`src/rtl/instr_fetch_unit_if.sv`:
```
// Instruction fetch unit bus bundle.
// Groups the instruction-memory request/response channel, the execute-stage
// redirect input and the decode-side valid/ready channel.
//   master : the fetch unit (drives imem_req/addr, if_*, misalign_err)
//   slave  : the surrounding environment (memory, execute, decode)
interface instr_fetch_unit_if;
   logic        imem_req;
   logic [31:0] imem_addr;
   logic        imem_gnt;
   logic        imem_rvalid;
   logic [31:0] imem_rdata;
   logic        redirect_valid;
   logic [31:0] redirect_pc;
   logic        if_valid;
   logic        if_ready;
   logic [31:0] if_pc;
   logic [31:0] if_instr;
   logic        misalign_err;

   modport master (
      output imem_req, imem_addr, if_valid, if_pc, if_instr, misalign_err,
      input  imem_gnt, imem_rvalid, imem_rdata, redirect_valid, redirect_pc, if_ready
   );

   modport slave (
      input  imem_req, imem_addr, if_valid, if_pc, if_instr, misalign_err,
      output imem_gnt, imem_rvalid, imem_rdata, redirect_valid, redirect_pc, if_ready
   );
endinterface

```
`src/rtl/instr_fetch_unit.sv`:
```
// Front-end fetch stage.
// Issues pipelined word reads to instruction memory, remembers the address of
// every granted read in a PC queue, pairs returning data with its PC and
// buffers {pc, instr} in a prefetch FIFO presented to decode over valid/ready.
// A redirect flushes the FIFO, marks every read still in flight as stale
// (discarded on return) and restarts fetch at the new PC. A misaligned
// redirect parks the unit in HALT with misalign_err set until an aligned
// redirect arrives.
// Ports:
//   clk      rising-edge clock
//   reset_n  synchronous active-low reset
//   bus      instr_fetch_unit_if.master (imem_*, redirect_*, if_*, misalign_err)
module instr_fetch_unit #(
   parameter int          DEPTH    = 4,
   parameter logic [31:0] RESET_PC = 32'h0
) (
   input  logic                  clk,
   input  logic                  reset_n,
   instr_fetch_unit_if.master    bus
);
   localparam int AW = $clog2(DEPTH);
   localparam int CW = AW + 1;

   typedef enum logic {FETCH, HALT} state_t;

   state_t                    state_q,    state_d;
   logic                      req_q,      req_d;
   logic [31:0]               addr_q,     addr_d;
   logic                      mis_q,      mis_d;
   logic [CW-1:0]             out_q,      out_d;
   logic [CW-1:0]             drop_q,     drop_d;
   logic [CW-1:0]             cnt_q,      cnt_d;
   logic [AW-1:0]             rd_q,       rd_d;
   logic [AW-1:0]             wr_q,       wr_d;
   logic [AW-1:0]             pcq_rd_q,   pcq_rd_d;
   logic [AW-1:0]             pcq_wr_q,   pcq_wr_d;
   logic [DEPTH-1:0][31:0]    pcq_q,      pcq_d;
   logic [DEPTH-1:0][31:0]    fifo_pc_q,  fifo_pc_d;
   logic [DEPTH-1:0][31:0]    fifo_ins_q, fifo_ins_d;

   logic        grant, push, pop, if_valid_w;
   logic [CW:0] credit_sum;

   // Head is hidden during a redirect so decode can never consume it.
   assign if_valid_w = (cnt_q != '0) && (state_q == FETCH) && !bus.redirect_valid;

   assign bus.imem_req     = req_q;
   assign bus.imem_addr    = addr_q;
   assign bus.if_valid     = if_valid_w;
   assign bus.if_pc        = fifo_pc_q[rd_q];
   assign bus.if_instr     = fifo_ins_q[rd_q];
   assign bus.misalign_err = mis_q;

   always_comb begin
      state_d    = state_q;
      addr_d     = addr_q;
      mis_d      = mis_q;
      drop_d     = drop_q;
      rd_d       = rd_q;
      wr_d       = wr_q;
      pcq_rd_d   = pcq_rd_q;
      pcq_wr_d   = pcq_wr_q;
      pcq_d      = pcq_q;
      fifo_pc_d  = fifo_pc_q;
      fifo_ins_d = fifo_ins_q;

      grant = req_q && bus.imem_gnt;
      push  = bus.imem_rvalid && (drop_q == '0) && !bus.redirect_valid;
      pop   = if_valid_w && bus.if_ready;

      out_d = out_q + CW'(grant) - CW'(bus.imem_rvalid);
      cnt_d = cnt_q + CW'(push) - CW'(pop);

      if (grant) begin
         pcq_d[pcq_wr_q] = addr_q;
         pcq_wr_d        = pcq_wr_q + AW'(1);
         addr_d          = addr_q + 32'd4;
      end

      // Responses return in grant order, so the PC queue head always
      // belongs to the word arriving now, stale or not.
      if (bus.imem_rvalid) begin
         pcq_rd_d = pcq_rd_q + AW'(1);
         if (drop_q != '0)
            drop_d = drop_q - CW'(1);
      end

      if (push) begin
         fifo_pc_d[wr_q]  = pcq_q[pcq_rd_q];
         fifo_ins_d[wr_q] = bus.imem_rdata;
         wr_d             = wr_q + AW'(1);
      end

      if (pop)
         rd_d = rd_q + AW'(1);

      // Everything still in flight after this cycle's grant/return is stale,
      // including a grant taken in the redirect cycle itself.
      if (bus.redirect_valid) begin
         rd_d   = '0;
         wr_d   = '0;
         cnt_d  = '0;
         drop_d = out_d;
         if (bus.redirect_pc[1:0] != 2'b00) begin
            mis_d   = 1'b1;
            state_d = HALT;
         end else begin
            mis_d   = 1'b0;
            state_d = FETCH;
            addr_d  = bus.redirect_pc;
         end
      end

      // Credit: buffered words plus reads in flight never exceed DEPTH,
      // so every return has a FIFO slot waiting for it.
      credit_sum = {1'b0, cnt_d} + {1'b0, out_d};
      req_d      = (state_d == FETCH) && (credit_sum < (CW+1)'(DEPTH));
   end

   always_ff @(posedge clk) begin
      if (!reset_n) begin
         state_q    <= FETCH;
         req_q      <= 1'b0;
         addr_q     <= RESET_PC;
         mis_q      <= 1'b0;
         out_q      <= '0;
         drop_q     <= '0;
         cnt_q      <= '0;
         rd_q       <= '0;
         wr_q       <= '0;
         pcq_rd_q   <= '0;
         pcq_wr_q   <= '0;
         pcq_q      <= '0;
         fifo_pc_q  <= '0;
         fifo_ins_q <= '0;
      end else begin
         state_q    <= state_d;
         req_q      <= req_d;
         addr_q     <= addr_d;
         mis_q      <= mis_d;
         out_q      <= out_d;
         drop_q     <= drop_d;
         cnt_q      <= cnt_d;
         rd_q       <= rd_d;
         wr_q       <= wr_d;
         pcq_rd_q   <= pcq_rd_d;
         pcq_wr_q   <= pcq_wr_d;
         pcq_q      <= pcq_d;
         fifo_pc_q  <= fifo_pc_d;
         fifo_ins_q <= fifo_ins_d;
      end
   end
endmodule

```
`src/flat_wrapper.sv`:
```
// flat-port wrapper written by rule: the top's interface ports become plain ports
module instr_fetch_unit_flat 
#(
   parameter int          DEPTH    = 4,
   parameter logic [31:0] RESET_PC = 32'h0
)
  (clk, reset_n, bus_imem_req, bus_imem_addr, bus_if_valid, bus_if_pc, bus_if_instr, bus_misalign_err, bus_imem_gnt, bus_imem_rvalid, bus_imem_rdata, bus_redirect_valid, bus_redirect_pc, bus_if_ready);
  instr_fetch_unit_if bus_i ();
  input  logic clk;
  input  logic reset_n;
  output wire logic [$bits(bus_i.imem_req)-1:0] bus_imem_req;
  output wire logic [$bits(bus_i.imem_addr)-1:0] bus_imem_addr;
  output wire logic [$bits(bus_i.if_valid)-1:0] bus_if_valid;
  output wire logic [$bits(bus_i.if_pc)-1:0] bus_if_pc;
  output wire logic [$bits(bus_i.if_instr)-1:0] bus_if_instr;
  output wire logic [$bits(bus_i.misalign_err)-1:0] bus_misalign_err;
  input wire logic [$bits(bus_i.imem_gnt)-1:0] bus_imem_gnt;
  input wire logic [$bits(bus_i.imem_rvalid)-1:0] bus_imem_rvalid;
  input wire logic [$bits(bus_i.imem_rdata)-1:0] bus_imem_rdata;
  input wire logic [$bits(bus_i.redirect_valid)-1:0] bus_redirect_valid;
  input wire logic [$bits(bus_i.redirect_pc)-1:0] bus_redirect_pc;
  input wire logic [$bits(bus_i.if_ready)-1:0] bus_if_ready;
  assign bus_imem_req = bus_i.imem_req;
  assign bus_imem_addr = bus_i.imem_addr;
  assign bus_if_valid = bus_i.if_valid;
  assign bus_if_pc = bus_i.if_pc;
  assign bus_if_instr = bus_i.if_instr;
  assign bus_misalign_err = bus_i.misalign_err;
  assign bus_i.imem_gnt = bus_imem_gnt;
  assign bus_i.imem_rvalid = bus_imem_rvalid;
  assign bus_i.imem_rdata = bus_imem_rdata;
  assign bus_i.redirect_valid = bus_redirect_valid;
  assign bus_i.redirect_pc = bus_redirect_pc;
  assign bus_i.if_ready = bus_if_ready;
  instr_fetch_unit #(.DEPTH(DEPTH), .RESET_PC(RESET_PC)) u_core (.clk(clk), .reset_n(reset_n), .bus(bus_i));
endmodule
```
`config.mk`:
```
export PLATFORM = sky130hd
export DESIGN_NAME = instr_fetch_unit_flat
export DESIGN_NICKNAME = d
export VERILOG_FILES = /design/src/rtl/instr_fetch_unit_if.sv /design/src/rtl/instr_fetch_unit.sv /design/src/flat_wrapper.sv
export SDC_FILE = /design/constraint.sdc
export NUM_CORES = 1
export LEC_CHECK = 0
export ABC_CLOCK_PERIOD_IN_PS = 5900
export CORE_ASPECT_RATIO = 0.75
export CORE_MARGIN = 2
export CORE_UTILIZATION = 60
export DETAILED_ROUTE_END_ITERATION = 12
export PLACE_DENSITY = 0.84
export REMOVE_ABC_BUFFERS = 1
export SLEW_MARGIN = 20
export SYNTH_ARGS = -nofsm -noshare
export SYNTH_HDL_FRONTEND = slang
export SYNTH_SLANG_ARGS = --single-unit
```
`constraint.sdc`:
```
create_clock -name clk -period 5.9 [get_ports clk]
set_input_delay 1.18 -clock clk [delete_from_list [all_inputs] [get_ports clk]]
set_output_delay 1.18 -clock clk [all_outputs]
set_load 0.01 [all_outputs]
```
==> flow_summary.ini <==
[clock_tree]
cts_made_buffers = 41
clkLatencyLatePin_ns = 0.54
clock_path_buffers = 3
cts_sinks = 436
hold_buffers = 0
cts_tree = built
post_cts_resized = 0
cts.clk_slew.worst_paths_ns = 0.07
cts_root_buf = clkbuf_16
cts_post_setup_buffers_inserted = 0
h-tree-depth = 2

[setup_path]
crit_required_ns = 4.72
path_max_fanout = 45
cp_cell_sequence = buf_4, mux4_2, clkdlybuf4s50_1
worstSetupStartpointType = register
slowest_stage = dfxtp_4
critPathTopFamily = buffers and inverters
max_stage_delay_ns = 0.88
worstSetupPathType = register to output pin
worstPathArrival_ns = 2.86
end_kind = output pin
critPathBufInv = 2

[placement]
port_buffers = 168
dpl.hpwl_um = 29400
dpl_worst_slack_ns = 1.52
globalplace.congestion = 0.866
placedInstanceArea_sq_um = 19800

[synthesis]
syn_avg_cell_area_sq_um = 8.52
synth_top_area_share_pct = 48.2
synth_edf_count = 0
yosys_warnings = 0
syn_inst = 2126
yosysSeqAreaShare_pct = 48.2
ys.flop_type = dfxtp_1
synth-xor-area-share_pct = 1.98
synthMuxAreaShare_pct = 12.0
synth_seq_cells = 436
synthAdderAreaFrac_pct = 1.39
async_flop_share_pct = 0
synth_top_family_by_area = simple AND/OR/NAND/NOR gates
synth_area_sq_um = 18100
synth-compound-area-share_pct = 12.3
synthTopCellsByArea = dfxtp_1, nand2_1, mux4_2
synthSimpleGateAreaFrac_pct = 19.7
ys_types = 40
synth_top_cell_by_area = dfxtp_1

[sta]
period_share_pct = 68.4
maxSlewViolCount = 0
fmax_mhz = 248
final_hold_viol_count = 0
finalWorstSetupSlack_ns = 1.86
worstMarginPinSlew_ns = 1.02
fin_skew_ns = 0.0172
setup-tns-final_ns = 0
setup_viol = 0
post-route-min-period_ns = 4.04
slew_headroom_pct = 32.1
rsz0062_at_grt = false

[power_and_ir_drop]
p_per_area_nw_per_um2 = 297
totalPowerFinal_mw = 6.29
ir_worst_vdd_mv = 0.189
leakage_nw = 6.78

[run]
maxCapViolations = 0

[global_routing]
antenna_found_initial = 0
gr-total-overflow = 0
grt_pass1_vias = 15700
track_usage_pct = 31.7
grt_max_degree = 181
grt_pass1_wl_um = 80100

[detailed_routing]
routed_wl_um = 50400
dr.first_iter.drc_count = 1661
avgRoutedWirePerCell_um = 19.3
vias = 15700
antenna_left = 0
vias_per_cell = 6.00
drc = 0
firstDrtPassIters = 8

[layout]
final_cell_mix = nand2_1, dfxtp_1, a21oi_1
final_core_util_pct = 70.7
area_growth_syn_to_layout_pct = 16.8
drive_gt1_share_pct = 9.36
antenna_cells = 0
final_common_cell = nand2_1
final_area_sq_um = 21200
nets = 2272

[die]
die_area_sq_um = 31600
start_util_pct = 60.5
core-area_sq_um = 29900
rows = 55
ioPinCount = 169
fp.dieH_um = 155
die_w_um = 205

[status]
status = finished clean

[worst_hold_path]
hold_path_class = register to register
## worst paths after layout
check	start	to	slack, ns	cells after the start
worst max-delay path	u_core.rd_q[1]$_SDFFE_PP0P_	bus_if_instr[22]	1.86	3
worst min-delay path	u_core.fifo_ins_q[82]$_SDFFE_PN0P_	u_core.fifo_ins_q[82]$_SDFFE_PN0P_	0.45	2
worst max register to register	u_core.drop_q[0]$_SDFFE_PN0P_	u_core.bus.imem_req$_SDFF_PN0_	2.84	12
worst min register to register	u_core.fifo_ins_q[82]$_SDFFE_PN0P_	u_core.fifo_ins_q[82]$_SDFFE_PN0P_	0.45	2
## cells in the mapped netlist (7+ instances only)
cell type and n:
clkbuf_1 122, xor2_1 16, a21oi_1 405, xnor2_1 25, nor2_1 31, inv_1 18, nand3_1 8, buf_2 51
dfxtp_1 436, nor3_1 9, ha_1 17, o21ai_0 20, nand4_1 13, mux4_2 96, and2_1 7, nand2_1 796
and3_1 9, a211oi_1 9
## registers in the layout, summed over array words and instances, names as in the netlist
| signal | cells |
|---|---|
| u_core.bus.imem_addr | 32 |
| u_core.out_q | 3 |
| u_core.cnt_q | 3 |
| u_core.fifo_pc_q | 128 |
| u_core.bus.imem_req | 1 |
| u_core.state_q | 1 |
| u_core.rd_q | 2 |
| u_core.drop_q | 3 |
| u_core.bus.misalign_err | 1 |
| u_core.pcq_wr_q | 2 |
| u_core.fifo_ins_q | 128 |
| u_core.wr_q | 2 |
| u_core.pcq_rd_q | 2 |
| u_core.pcq_q | 128 |
## metrics by stage
| stage | cells | hold WS (ns) |
|---|---|---|
| 2_1_floorplan | 1948 | 0.433 |
| 3_3_place_gp | 2539 | 0.438 |
| 3_5_place_dp | 2539 | 0.443 |
| 4_1_cts | 2611 | 0.451 |
| 5_1_grt | 2611 | 0.470 |
| 6_report | 2611 | 0.452 |
## metal layers
layer / GRT usage, % / part of all wire (%)
met5: 0 / 0
met4: 11.4 / 2.4
met3: 6.76 / 9.5
met2: 51.9 / 47
met1: 41.7 / 41
## tightest hold or removal path: cells and delay by family, from the launching register on
family	cells	cell delay, ns
AOI/OAI and AO/OA	1	0.05
DFF	1	0.31
and+or+nand+nor	1	0.05
## power by group
part / internal (mW) / leakage, nW / switching, mW / total, mW
logic: 0.219 / 2.59 / 0.314 / 0.533
registers: 3.00 / 3.52 / 0.0605 / 3.06
clock network: 1.57 / 0.670 / 1.13 / 2.70
## cells by family after synthesis
logic type / Yosys count
AND/OR/NAND/NOR: 896
AO/OA/AOI/OAI: 439
flip-flops: 436
buffers and inverters: 198
multiplexers: 97
XOR/XNOR: 41
adder cells (fa/ha/maj): 19
## final cells by class
class                      instances  area [sq um]
timing repair buffer             192          1870
multi-input combinational       1492          8610
sequential                       436          8740
clock buffer                      61          1220
fill                            2212          8770
tap                              399           499
clock inverter                    11           140
inverter                          20          82.6
No activity file was read; power rests on OpenSTA's default activity.
